File: src/rtl/fft_pkg.sv
// fft_pkg: shared definitions for the 16-point sequential IFFT.
// Holds the FSM state type, the wide complex working type used by the
// butterfly arithmetic, the conjugated twiddle table and the bit-reverse helper.
package fft_pkg;

   localparam int NPT   = 16;  // transform length
   localparam int ACC_W = 48;  // working width for products and sums

   typedef enum logic [1:0] {
      ST_LOAD  = 2'd0,
      ST_CALC  = 2'd1,
      ST_DRAIN = 2'd2
   } ifft_state_t;

   // Complex sample in a wide container; butterfly math is done at this width
   // so nothing wraps before the final saturation.
   typedef struct packed {
      logic signed [ACC_W-1:0] re;
      logic signed [ACC_W-1:0] im;
   } cplx_t;

   // W^-k = e^(+j*2*pi*k/16), k = 0..7, in Q1.15.
   localparam int TW_RE [8] = '{32768, 30274, 23170, 12540, 0, -12540, -23170, -30274};
   localparam int TW_IM [8] = '{0, 12540, 23170, 30274, 32768, 30274, 23170, 12540};

   // Input bins are stored bit-reversed so the DIT passes end in natural order.
   function automatic logic [3:0] bitrev4(input logic [3:0] k);
      return {k[0], k[1], k[2], k[3]};
   endfunction

endpackage

File: src/rtl/ifft_butterfly.sv
// ifft_butterfly: combinational radix-2 DIT butterfly with 1/2 scaling.
//   p  = W*b (full-precision products, >>> FRAC_BITS)
//   a' = sat((a + p) >>> 1),  b' = sat((a - p) >>> 1)
// Define IFFT16_ROUND_EN to round each halving half-up; otherwise it floors.
module ifft_butterfly
   import fft_pkg::*;
#(
   parameter int DATA_WIDTH = 16,
   parameter int FRAC_BITS  = 15
) (
   input  logic signed [1:0][DATA_WIDTH-1:0] a,
   input  logic signed [1:0][DATA_WIDTH-1:0] b,
   input  logic signed [FRAC_BITS+1:0]       w_re,
   input  logic signed [FRAC_BITS+1:0]       w_im,
   output logic signed [1:0][DATA_WIDTH-1:0] a_out,
   output logic signed [1:0][DATA_WIDTH-1:0] b_out
);

`ifdef IFFT16_ROUND_EN
   localparam logic signed [ACC_W-1:0] HALF = ACC_W'(1);
`else
   localparam logic signed [ACC_W-1:0] HALF = '0;
`endif

   localparam logic signed [ACC_W-1:0] SAT_HI = ACC_W'((64'sd1 <<< (DATA_WIDTH - 1)) - 64'sd1);
   localparam logic signed [ACC_W-1:0] SAT_LO = ~SAT_HI;

   function automatic logic [DATA_WIDTH-1:0] sat(input logic signed [ACC_W-1:0] v);
      if (v > SAT_HI) return SAT_HI[DATA_WIDTH-1:0];
      if (v < SAT_LO) return SAT_LO[DATA_WIDTH-1:0];
      return v[DATA_WIDTH-1:0];
   endfunction

   cplx_t x_a, x_b, x_w, p, sum, dif;

   // Widen operands, form the twiddle product, halve and saturate both legs.
   always_comb begin
      x_a.re = ACC_W'($signed(a[0]));
      x_a.im = ACC_W'($signed(a[1]));
      x_b.re = ACC_W'($signed(b[0]));
      x_b.im = ACC_W'($signed(b[1]));
      x_w.re = ACC_W'(w_re);
      x_w.im = ACC_W'(w_im);

      p.re   = (x_w.re * x_b.re - x_w.im * x_b.im) >>> FRAC_BITS;
      p.im   = (x_w.re * x_b.im + x_w.im * x_b.re) >>> FRAC_BITS;

      sum.re = (x_a.re + p.re + HALF) >>> 1;
      sum.im = (x_a.im + p.im + HALF) >>> 1;
      dif.re = (x_a.re - p.re + HALF) >>> 1;
      dif.im = (x_a.im - p.im + HALF) >>> 1;

      a_out[0] = sat(sum.re);
      a_out[1] = sat(sum.im);
      b_out[0] = sat(dif.re);
      b_out[1] = sat(dif.im);
   end

endmodule

File: src/rtl/ifft16_seq.sv
// ifft16_seq: 16-point inverse FFT, one radix-2 DIT butterfly per cycle.
// LOAD accepts 16 bins into a bit-reversed memory, CALC runs 4 stages x 8
// butterflies in place (32 cycles), DRAIN streams y[0..15] in natural order.
// Rounding of the butterfly halving is selected with IFFT16_ROUND_EN
// (see ifft_butterfly).
module ifft16_seq
   import fft_pkg::*;
#(
   parameter int DATA_WIDTH = 16,
   parameter int FRAC_BITS  = 15
) (
   input  logic                               clk_i,
   input  logic                               rst_ni,
   input  logic                               s_valid_i,
   output logic                               s_ready_o,
   input  logic signed [1:0][DATA_WIDTH-1:0]  s_data_i,
   output logic                               m_valid_o,
   input  logic                               m_ready_i,
   output logic signed [1:0][DATA_WIDTH-1:0]  m_data_o,
   output logic                               m_last_o
);

   localparam int TW_W = FRAC_BITS + 2;

   ifft_state_t                 state, state_nxt;
   logic [4:0]                  cnt, cnt_nxt;     // load index / {stage,butterfly} / drain index
   logic [1:0][DATA_WIDTH-1:0]  mem [NPT];

   logic [1:0]                  stg;
   logic [2:0]                  bfly, pos, grp, tw_idx;
   logic [3:0]                  addr_a, addr_b;
   logic signed [TW_W-1:0]      w_re, w_im;
   logic [1:0][DATA_WIDTH-1:0]  bf_a, bf_b;

   // Butterfly addressing: span h = 2^stg, pair (i, i+h), twiddle (i mod h)*(8>>stg).
   always_comb begin
      stg    = cnt[4:3];
      bfly   = cnt[2:0];
      pos    = bfly & ((3'd1 << stg) - 3'd1);
      grp    = bfly >> stg;
      addr_a = ({grp, 1'b0} << stg) | {1'b0, pos};
      addr_b = addr_a | (4'd1 << stg);
      tw_idx = pos << (2'd3 - stg);
      w_re   = TW_W'(TW_RE[tw_idx] >>> (15 - FRAC_BITS));
      w_im   = TW_W'(TW_IM[tw_idx] >>> (15 - FRAC_BITS));
   end

   ifft_butterfly #(
      .DATA_WIDTH (DATA_WIDTH),
      .FRAC_BITS  (FRAC_BITS)
   ) u_bfly (
      .a     (mem[addr_a]),
      .b     (mem[addr_b]),
      .w_re  (w_re),
      .w_im  (w_im),
      .a_out (bf_a),
      .b_out (bf_b)
   );

   // State and counter register; reset may land in any phase.
   always_ff @(posedge clk_i or negedge rst_ni) begin
      if (!rst_ni) begin
         state <= ST_LOAD;
         cnt   <= '0;
      end else begin
         state <= state_nxt;
         cnt   <= cnt_nxt;
      end
   end

   // Next-state, counter advance and handshake outputs.
   always_comb begin
      state_nxt = state;
      cnt_nxt   = cnt;
      s_ready_o = 1'b0;
      m_valid_o = 1'b0;
      m_last_o  = 1'b0;
      m_data_o  = '0;
      case (state)
         ST_LOAD: begin
            s_ready_o = 1'b1;
            if (s_valid_i) begin
               cnt_nxt = cnt + 5'd1;
               if (cnt == 5'd15) begin
                  state_nxt = ST_CALC;
                  cnt_nxt   = '0;
               end
            end
         end
         ST_CALC: begin
            cnt_nxt = cnt + 5'd1;
            if (cnt == 5'd31) begin
               state_nxt = ST_DRAIN;
               cnt_nxt   = '0;
            end
         end
         ST_DRAIN: begin
            m_valid_o = 1'b1;
            m_last_o  = (cnt[3:0] == 4'd15);
            m_data_o  = mem[cnt[3:0]];
            if (m_ready_i) begin
               cnt_nxt = cnt + 5'd1;
               if (cnt[3:0] == 4'd15) begin
                  state_nxt = ST_LOAD;
                  cnt_nxt   = '0;
               end
            end
         end
         default: begin
            state_nxt = ST_LOAD;
            cnt_nxt   = '0;
         end
      endcase
   end

   // Sample memory: bit-reversed load writes, in-place butterfly write-back.
   // Contents are don't-care after reset, so no reset here.
   always_ff @(posedge clk_i) begin
      if (state == ST_LOAD && s_valid_i) begin
         mem[bitrev4(cnt[3:0])] <= s_data_i;
      end else if (state == ST_CALC) begin
         mem[addr_a] <= bf_a;
         mem[addr_b] <= bf_b;
      end
   end

endmodule

File: config.mk
export PLATFORM = sky130hd
export DESIGN_NAME = ifft16_seq
export DESIGN_NICKNAME = d
export VERILOG_FILES = /design/src/rtl/fft_pkg.sv /design/src/rtl/ifft_butterfly.sv /design/src/rtl/ifft16_seq.sv
export SDC_FILE = /design/constraint.sdc
export NUM_CORES = 2
export LEC_CHECK = 0
export CORE_UTILIZATION = 45
export CTS_BUF_LIST = sky130_fd_sc_hd__clkbuf_8
export DETAILED_ROUTE_END_ITERATION = 16
export RECOVER_POWER = 50
export SETUP_SLACK_MARGIN = 0.05
export SYNTH_ARGS = -nofsm -noshare
export SYNTH_HDL_FRONTEND = slang
export SYNTH_SLANG_ARGS = --single-unit
File: constraint.sdc
create_clock -name clk_i -period 18.15 [get_ports clk_i]
set_clock_uncertainty 0.05 [all_clocks]
set_input_delay 3.63 -clock clk_i [delete_from_list [all_inputs] [get_ports clk_i]]
set_output_delay 3.63 -clock clk_i [all_outputs]
set_load 0.01 [all_outputs]
==> results_dict.tcl <==
set metrics [dict create \
    outcome "complete, but fails checks" \
    violations "max-capacitance violations, max-slew violations" \
    syn_to_final_growth_pct 6.74 \
    rows 147 \
    rsz0062_at_grt "false" \
    drv_cap 35 \
    ys.flop_type "edfxtp_1" \
    hp-class "flop to flop" \
    place_congestion 0.999 \
    fin_crit_sh_pct 91.3 \
    drt.antenna.violating_nets 0 \
    io_pins 71 \
    critPathTopFamily "compound AO/OA/AOI/OAI gates" \
    design_area_sq_mm 0.0776 \
    ys_ff_latch 519 \
    cts_setup_buffers 0 \
    ctsRootBufferMaster "clkbuf_8" \
    crit_path_frequent_cell "fa_1" \
    drive_gt1_share_pct 9.99 \
    num_vias 60000 \
    post-route-drc-count 0 \
    layout_common_cells "inv_1, fa_1, nor2_1" \
    grt_pass1_vias 60800 \
    vias_per_cell 6.43 \
    max_freq_mhz 60.4 \
    die_width_um 404 \
    hold_violations 0 \
    seq_area_frac_synth_pct 21.4 \
    grt_util_all_layers_pct 35.6 \
    cts_sinks 519 \
    drt_iter0_drc 8820 \
    worst_pin_slew_ps 5200 \
    clk_pin_slew_ps 70 \
    netlist_area_sq_mm 0.0727 \
    fp.dieArea_sq_mm 0.163 \
    mostFrequentLayoutCell "inv_1" \
    slew_headroom_pct -251 \
    grt_pass1_wl_um 419000 \
    drt-pass1-iter-count 7 \
    cp-start-kind "flop" \
    cp_max_fo 52 \
    htree_levels 3 \
    netlist_instances 7194 \
    initial_utilization_pct 45.3 \
    numCtsBuffers 80 \
    finalSetupTns_ps 0 \
    post_dp_cell_area_sq_mm 0.0764 \
    clk_latency_ps 790 \
    grt-ovfl-total 0 \
    endpoint_kind "flop" \
    cp_slowest_cell "a21boi_1" \
    finalSetupViolCount 0 \
    clock_path_buffers 3 \
    grt_antenna_before_repair 15 \
    critPathArrivalTime_ps 16950 \
    wirelength_um 290000 \
    core_region_area_sq_mm 0.161 \
    async_reset_ff_share_pct 1.35 \
    nNetsFinal 8583 \
    wire_per_inst_um 31.1 \
    hpwl_um 213000 \
    grt_start_max_net_pins 69 \
    synth_cell_types 98 \
    fin_crit_ps 16560 \
    cts_tree "done" \
    post_cts_resize_count 0 \
    io_buffers 70 \
    required_ps 18540 \
    synth_edf_count 512 \
    cp_slowest_stage_delay_ps 1040 \
    final_max_slew_viol_count 585 \
    crit_type "flop to flop" \
    ys_warn_count 0 \
    die_y_um 404 \
    cts_hold_buf 0 \
    crit_buf_inv 9 \
    avgSynthCellArea_sq_um 10.1 \
]
-- flip-flops by register name, indices dropped and copies added (netlist names) --
register and count:
cnt 5, mem 512, state 2
-- final cells by class --
| type | count | area [sq um] |
|---|---|---|
| Fill cell | 15000 | 82900 |
| Multi-Input combinational cell | 4799 | 50400 |
| Sequential cell | 519 | 15600 |
| Inverter | 1423 | 5340 |
| Tap cell | 2160 | 2700 |
| Timing Repair Buffer | 269 | 2130 |
| Clock buffer | 83 | 1140 |
| Clock inverter | 62 | 327 |
| Antenna cell | 8 | 20.0 |
-- routing by layer --
layer	GRT usage, %	share of wire (%)
met5	0	0.061
met2	54.5	44
met3	9.91	13
met4	20.1	6.8
met1	45.4	36
-- path summary, 6_finish.rpt --
path | to | slack [ps] | start | cells after the start
min in group asynchronous | cnt[4]$_DFFE_PN0P_ | 3220 | rst_ni | 1
worst max register to register | mem[8][18]$_DFFE_PP_ | 1590 | cnt[1]$_DFFE_PN0P_ | 44
worst min register to register | state[0]$_DFFE_PN0P_ | 640 | state[1]$_DFFE_PN0P_ | 1
max in group asynchronous | cnt[1]$_DFFE_PN0P_ | 14450 | rst_ni | 1
worst max-delay path | mem[8][18]$_DFFE_PP_ | 1590 | cnt[1]$_DFFE_PN0P_ | 44
worst min-delay path | state[0]$_DFFE_PN0P_ | 640 | state[1]$_DFFE_PN0P_ | 1
-- worst reg2reg max path, delay by kind of cell, from the launching register on --
kind | cells | cell delay [ps]
adders and majority gates | 10 | 4290
AOI/OAI and AO/OA | 15 | 6260
muxes | 1 | 220
buffers and inverters | 9 | 2130
DFF | 1 | 900
and+or+nand+nor | 9 | 2430
-- cell usage after synthesis, types with 13 or more instances --
cell / instances / area share [%]
nor3_1: 147 / 1.0
o22a_1: 34 / 0.41
o21a_1: 21 / 0.22
nor2b_1: 27 / 0.23
a21oi_1: 197 / 1.4
a31oi_1: 50 / 0.43
nand3_1: 40 / 0.28
o21ai_0: 117 / 0.81
xor2_1: 38 / 0.46
ha_1: 502 / 8.6
o21bai_1: 16 / 0.17
a21oi_2: 15 / 0.18
mux2i_1: 236 / 3.2
buf_2: 78 / 0.54
a211oi_1: 40 / 0.41
o31ai_1: 30 / 0.31
o311a_1: 13 / 0.18
or2_2: 30 / 0.26
xnor2_1: 80 / 0.96
inv_1: 1421 / 7.3
and2_1: 49 / 0.42
a221oi_1: 36 / 0.43
o22ai_2: 13 / 0.22
mux4_2: 243 / 7.5
o211ai_1: 18 / 0.19
nand2_1: 402 / 2.1
o22ai_1: 273 / 2.3
and3_1: 34 / 0.29
a22oi_1: 52 / 0.54
edfxtp_1: 512 / 21
a32oi_1: 48 / 0.58
o221ai_1: 104 / 1.3
mux2_2: 13 / 0.20
clkbuf_1: 317 / 1.6
buf_1: 49 / 0.25
nand2b_1: 72 / 0.62
or3_1: 19 / 0.16
nor2_1: 560 / 2.9
o21ai_2: 14 / 0.17
o32ai_1: 32 / 0.39
fa_1: 953 / 26
o21ai_1: 25 / 0.17
nand4_1: 14 / 0.12
a21o_1: 40 / 0.41
-- logic make-up after synthesis --
family                     count (synthesis)  synth area share (%)
AOI/OAI and AO/OA                       1296                  12.6
xor gates and xnor gates                 118                  1.42
adders and majority gates               1455                  34.9
muxes                                    492                  11.0
and+or+nand+nor                         1435                  8.82
other                                      2                0.0103
buffers and inverters                   1877                  9.89
DFF                                      519                  21.4
-- through the flow --
stage	utilization [%]	instances	hold WS [ps]	worst slack, ps
2_1_floorplan	-	7195	574	3980
3_3_place_gp	47.6	9170	611	2030
3_5_place_dp	47.6	9170	619	1980
4_1_cts	48.5	9315	630	1940
5_1_grt	48.3	9316	676	869
6_report	48.4	9323	639	1590
Power is left out: the tool's default activity adds up to more than one toggle a clock period on the data nets, which glitch-free logic cannot reach.
